`config.mk`:
```
export PLATFORM = sky130hd
export DESIGN_NAME = lamp_log_issue_ctrl
export DESIGN_NICKNAME = d
export VERILOG_FILES = /design/src/rtl/lamp_log_issue_ctrl.sv
export SDC_FILE = /design/constraint.sdc
export NUM_CORES = 1
export LEC_CHECK = 0
export CORE_ASPECT_RATIO = 0.7
export CORE_MARGIN = 4
export CORE_UTILIZATION = 40
export CTS_CLUSTER_SIZE = 12
export DETAILED_ROUTE_END_ITERATION = 16
export PLACE_DENSITY_LB_ADDON = 0.3
export SLEW_MARGIN = 20
export SYNTH_ARGS = -nofsm -noshare
export SYNTH_HDL_FRONTEND = slang
export SYNTH_SLANG_ARGS = --single-unit
```
`constraint.sdc`:
```
create_clock -name clk -period 2.35 [get_ports clk]
set_input_delay 0.3525 -clock clk [delete_from_list [all_inputs] [get_ports clk]]
set_output_delay 0.3525 -clock clk [all_outputs]
set_load 0.01 [all_outputs]
```
`src/rtl/lamp_log_issue_ctrl.sv`:
```
// rtl/lamp_log_issue_ctrl.sv - bfloat16 operand issue / result capture front-end for lampFPU_log
// Optional watchdog (timeout_o output) is built only when LAMP_LOG_TIMEOUT_EN is defined.
module lamp_log_issue_ctrl #(
  parameter int FIFO_DEPTH     = 4,
  parameter int GAP_CYCLES     = 2,
  parameter int TIMEOUT_CYCLES = 256
) (
  input  logic        clk,
  input  logic        rst,
  input  logic        op_valid_i,
  output logic        op_ready_o,
  input  logic [15:0] op_i,
  output logic        doLog_o,
  output logic        s_op_o,
  output logic [7:0]  e_op_o,
  output logic [6:0]  f_op_o,
  output logic        isZ_op_o,
  output logic        isInf_op_o,
  output logic        isSNAN_op_o,
  output logic        isQNAN_op_o,
  output logic        isDN_op_o,
  input  logic        s_res_i,
  input  logic [7:0]  e_res_i,
  input  logic [6:0]  f_res_i,
  input  logic        valid_i,
  input  logic        isOverflow_i,
  input  logic        isUnderflow_i,
  input  logic        isToRound_i,
  output logic        res_valid_o,
  input  logic        res_ready_i,
  output logic [15:0] res_o,
  output logic [2:0]  res_flags_o,
  output logic        busy_o
`ifdef LAMP_LOG_TIMEOUT_EN
  ,
  output logic        timeout_o
`endif
);

  localparam int PTR_W    = (FIFO_DEPTH > 1) ? $clog2(FIFO_DEPTH) : 1;
  localparam int CNT_W    = PTR_W + 1;
  localparam int GAP_W    = (GAP_CYCLES > 1) ? $clog2(GAP_CYCLES) : 1;
  localparam int GAP_LAST = (GAP_CYCLES > 0) ? GAP_CYCLES - 1 : 0;

  if (FIFO_DEPTH < 2 || (FIFO_DEPTH & (FIFO_DEPTH - 1)) != 0 || TIMEOUT_CYCLES < 1) begin : g_bad_param
    $error("lamp_log_issue_ctrl: FIFO_DEPTH must be a power of two >= 2 and TIMEOUT_CYCLES >= 1");
  end

  typedef enum logic [1:0] {IDLE, REQ, GAP} state_t;

  state_t             state_q, state_d;
  logic [15:0]        op_q;
  logic               op_loaded_q;
  logic               run_q;
  logic [GAP_W-1:0]   gap_cnt_q;
  logic [PTR_W-1:0]   wr_ptr_q, rd_ptr_q;
  logic [CNT_W-1:0]   count_q;
  logic [18:0]        mem_q [FIFO_DEPTH];

  logic        accept, push, pop, req_done, gap_last, timeout_hit;
  logic [18:0] push_data;
  logic [7:0]  op_e;
  logic [6:0]  op_f;

  assign accept   = op_valid_i & op_ready_o;
  assign pop      = res_valid_o & res_ready_i;
  assign req_done = (state_q == REQ) & (valid_i | timeout_hit);
  assign push     = req_done;
  assign gap_last = (gap_cnt_q == GAP_W'(GAP_LAST));

  // A real result always wins over a watchdog expiry in the same cycle.
  assign push_data = timeout_hit ? {16'h7FC0, 3'b000}
                                 : {s_res_i, e_res_i, f_res_i, isOverflow_i, isUnderflow_i, isToRound_i};

`ifdef LAMP_LOG_TIMEOUT_EN
  localparam int WD_W = $clog2(TIMEOUT_CYCLES) + 1;
  logic [WD_W-1:0] wd_cnt_q;

  assign timeout_hit = (state_q == REQ) & ~valid_i & (wd_cnt_q == WD_W'(TIMEOUT_CYCLES - 1));

  always_ff @(posedge clk or negedge rst) begin
    if (!rst) begin
      wd_cnt_q  <= '0;
      timeout_o <= 1'b0;
    end else begin
      wd_cnt_q  <= (state_q == REQ && !req_done) ? wd_cnt_q + WD_W'(1) : '0;
      timeout_o <= timeout_hit;
    end
  end
`else
  assign timeout_hit = 1'b0;
`endif

  always_ff @(posedge clk or negedge rst) begin
    if (!rst) state_q <= IDLE;
    else      state_q <= state_d;
  end

  always_comb begin
    state_d = state_q;
    case (state_q)
      IDLE: if (accept)   state_d = REQ;
      REQ:  if (req_done) state_d = (GAP_CYCLES == 0) ? IDLE : GAP;
      GAP:  if (gap_last) state_d = IDLE;
      default:            state_d = IDLE;
    endcase
  end

  // Credit check: in IDLE nothing is outstanding, so the FIFO count alone decides.
  always_comb begin
    doLog_o    = 1'b0;
    op_ready_o = 1'b0;
    busy_o     = (count_q != '0);
    case (state_q)
      IDLE: op_ready_o = run_q & (count_q < CNT_W'(FIFO_DEPTH));
      REQ: begin
        doLog_o = 1'b1;
        busy_o  = 1'b1;
      end
      GAP:  busy_o = 1'b1;
      default: ;
    endcase
  end

  always_ff @(posedge clk or negedge rst) begin
    if (!rst) begin
      run_q       <= 1'b0;
      op_q        <= '0;
      op_loaded_q <= 1'b0;
      gap_cnt_q   <= '0;
    end else begin
      run_q <= 1'b1;
      if (accept) begin
        op_q        <= op_i;
        op_loaded_q <= 1'b1;
      end
      gap_cnt_q <= (state_q == GAP && !gap_last) ? gap_cnt_q + GAP_W'(1) : '0;
    end
  end

  assign op_e   = op_q[14:7];
  assign op_f   = op_q[6:0];
  assign s_op_o = op_q[15];
  assign e_op_o = op_e;
  assign f_op_o = op_f;

  // Flags are masked until an operand has been loaded so reset drives them all low.
  assign isInf_op_o  = op_loaded_q & (&op_e) & ~(|op_f);
  assign isQNAN_op_o = op_loaded_q & (&op_e) & (|op_f) & op_f[6];
  assign isSNAN_op_o = op_loaded_q & (&op_e) & (|op_f) & ~op_f[6];
  assign isZ_op_o    = op_loaded_q & ~(|op_e) & ~(|op_f);
  assign isDN_op_o   = op_loaded_q & ~(|op_e) & (|op_f);

  always_ff @(posedge clk or negedge rst) begin
    if (!rst) begin
      wr_ptr_q <= '0;
      rd_ptr_q <= '0;
      count_q  <= '0;
    end else begin
      if (push) wr_ptr_q <= wr_ptr_q + PTR_W'(1);
      if (pop)  rd_ptr_q <= rd_ptr_q + PTR_W'(1);
      case ({push, pop})
        2'b10:   count_q <= count_q + CNT_W'(1);
        2'b01:   count_q <= count_q - CNT_W'(1);
        default: count_q <= count_q;
      endcase
    end
  end

  always_ff @(posedge clk) begin
    if (push) mem_q[wr_ptr_q] <= push_data;
  end

  assign res_valid_o = (count_q != '0);
  assign res_o       = res_valid_o ? mem_q[rd_ptr_q][18:3] : '0;
  assign res_flags_o = res_valid_o ? mem_q[rd_ptr_q][2:0]  : '0;

endmodule

```
==> impl_metrics.tcl, run 1 <==
set metrics [dict create \
    timing.final.crit_share 0.971 \
    clock_sinks 104 \
    rows 31 \
    worst-path-stages 5 \
    seqPwrFrac 0.391 \
    grt_pass1_wl_microns 12400 \
    wire_per_inst_microns 17.1 \
    path_clk_slew_ps 70 \
    io_pins 84 \
    status "finished, final reports clean" \
    grt_max_degree 29 \
    r2r-end "count_q[2]$_DFFE_PN0P_" \
    synth_top_area_share 0.539 \
    initial_core_util 0.410 \
    fp.coreArea_sq_um 10300 \
    viasPerCell 4.86 \
    power_frac_comb 0.383 \
    yosysWarnings 0 \
    regToRegSetupSlack_ps 370 \
    slowest_stage "mux4_2" \
    cp-end-kind "primary output" \
    firstDrtPassIters 4 \
    synth_cell_types 31 \
    nets 385 \
    cpPeakStageDelay_ps 500 \
    synthArstFlopShare 0.269 \
    p_per_area_nw_per_um2 1140 \
    hold_viol_final 0 \
    die_y_microns 94.0 \
    p_sw_mw 1.88 \
    final_layout_size_suffix_gt1_frac 0.226 \
    wirelength_microns 8080 \
    cts-root-buf "clkbuf_16" \
    io_buffers 83 \
    ys_ff_latch 104 \
    ys_seq_area_frac 0.705 \
    dpl.hpwl_microns 5470 \
    die_x_microns 131 \
    fill_cells 867 \
    dp_cells 449 \
    hold_slack_ps 387 \
    pwr-share-clk 0.227 \
    dr.first_iter.drc_count 84 \
    drv_slew 0 \
    syn-num-nets 280 \
    cap_violations 0 \
    cp-start-kind "flip-flop" \
    hold_class "in -> async" \
    max_clock_freq_ghz 0.438 \
    gr-total-overflow 0 \
    netSwitchingFraction 0.291 \
    grt_use_total 0.135 \
    postSynthAreaPerCell_sq_um 18.4 \
    gp_congestion 0.713 \
    skew_ps 6.86 \
    setup_violations 0 \
    grt_pass1_vias 2341 \
    synth_top_area_cell "edfxtp_1" \
    r2r_cells 9 \
    crit_type "reg -> out" \
    antenna_found_initial 0 \
    cts-buffers-inserted 9 \
    fin_crit_ps 2280 \
    max-vdd-ir-drop_v 0.000409 \
    vias 2295 \
    crit_family "buffers and inverters" \
    worst_ep_required_time_ps 2000 \
    tritoncts "yes" \
    postCtsHoldBufs 0 \
    p_int_mw 4.59 \
    critical_path_buf_inv_count 3 \
    clockBufferDepth 2 \
    setup.worst_path.start "rd_ptr_q[0]$_DFFE_PN0P_" \
    h-tree-depth 3 \
    synth_area_leaders "edfxtp_1, dfrtp_1, mux4_2" \
    leakage_nw 2.17 \
    multiInputGateArea_sq_um 1180 \
    drc 0 \
    ys.flop_type "edfxtp_1" \
    die_area_sq_um 12300 \
    crit_chain "buf_6, buf_12, mux4_2, and2_1, dlygate4sd2_1" \
    cp_max_fo 6 \
    synthCells 230 \
    critPathArrivalTime_ps 1930 \
    seq_area_sq_um 2980 \
    final_cell_count_no_fill 472 \
    ant_nets 0 \
    clk_latency_ps 340 \
    worstReg2RegStart "state_q[1]$_DFFE_PN0P_" \
    area_growth_pct 33.7 \
    netlist_area_sq_um 4230 \
    synth_enable_flop_cells 76 \
    antennaDiodeCount 0 \
]
state kept, by name (all words and copies together), names as in the netlist:
register,cells
rd_ptr_q,2
op_q,16
state_q,2
gap_cnt_q,1
run_q,1
wr_ptr_q,2
count_q,3
op_loaded_q,1
mem_q,76
placed cells by master, fill, tap and decap left out, drive strengths merged, types with 9 or more instances in the layout:
cell           instances
edfxtp                76
clkdlybuf4s50         60
dfrtp                 28
and2                  21
mux4                  19
mux2                  18
buf                   18
dlygate4sd2           17
clkbuf                10
inv                   10
ha                     9
per-layer routing:
metal / vias up / global-route usage / wire [microns]
li1: 1082 / - / -
met1: 1164 / 0.184 / 3730
met2: 42 / 0.209 / 3980
met3: 7 / 0.0420 / 299
met4: 0 / 0.0385 / 64
met5: - / 0 / 0
Yosys cell counts (2+ instances only):
| cell | instances |
|---|---|
| nand2_1 | 4 |
| mux2_2 | 17 |
| xnor2_1 | 3 |
| mux4_2 | 18 |
| buf_6 | 4 |
| buf_2 | 2 |
| and3_1 | 4 |
| dfrtp_1 | 28 |
| ha_1 | 9 |
| inv_1 | 8 |
| nand3_1 | 2 |
| nor2b_1 | 2 |
| xor2_1 | 3 |
| nor4_1 | 2 |
| clkbuf_1 | 2 |
| or3_1 | 2 |
| and2_1 | 21 |
| nor3_1 | 3 |
| nor2_1 | 8 |
| nand4_1 | 2 |
| edfxtp_1 | 76 |
how the worst max path moves through the flow:
stage,to
finish,res_o[14]
global route,res_flags_o[1]
CTS,res_o[9]
detailed placement,res_o[6]
global placement,res_o[5]
floorplan,count_q[2]$_DFFE_PN0P_
power by group through the flow:
stage	Combinational, mW	Clock, mW	Sequential, mW
2_1_floorplan	1.30	0	2.57
3_3_place_gp	2.49	0	2.54
3_5_place_dp	2.52	0	2.55
4_1_cts	2.40	1.51	2.52
5_1_grt	2.70	1.58	2.57
6_report	2.48	1.47	2.53
layout make-up:
| type | instances | area share |
|---|---|---|
| inverter | 8 | 0.00531 |
| multi-input combinational | 110 | 0.208 |
| tap | 132 | 0.0292 |
| timing repair buffer | 102 | 0.178 |
| clock buffer | 9 | 0.0398 |
| sequential | 104 | 0.528 |
| clock inverter | 7 | 0.0122 |
repair_timing:
action,in CTS,in global routing
resized for setup,23,10
buffers inserted,0,5
pin swaps,0,1
gates cloned,1,1
hold endpoints to repair,0,0
endpoints found under the setup margin,21,7
metrics by stage:
stage	power, mW	setup TNS (ps)	cell area (sq um)	worst slack [ps]	utilization
2_1_floorplan	3.87	0	4230	483	-
3_3_place_gp	5.02	0	5270	207	0.510
3_5_place_dp	5.07	0	5270	195	0.510
4_1_cts	6.43	-92.0	5560	-47.1	0.539
5_1_grt	6.85	-24.6	5660	-12.2	0.548
6_report	6.47	0	5660	68.5	0.548
kinds of logic after synthesis:
| kind of cell | count (synthesis) | share of synthesized area |
|---|---|---|
| adders and majority gates | 10 | 0.0314 |
| and+or+nand+nor | 53 | 0.0704 |
| xor gates and xnor gates | 6 | 0.0124 |
| AOI/OAI and AO/OA | 2 | 0.00562 |
| muxes | 38 | 0.152 |
| buffers and inverters | 16 | 0.0219 |
| other | 1 | 0.000886 |
| DFF | 104 | 0.705 |
No activity file was read; power rests on OpenSTA's default activity.
==> inputs of run 2 (changes only) <==
Settings changed: ABC_CLOCK_PERIOD_IN_PS set to 2350.
==> results of run 2 <==
No change in the layout: final DEF, timing and power equal those of run 1.
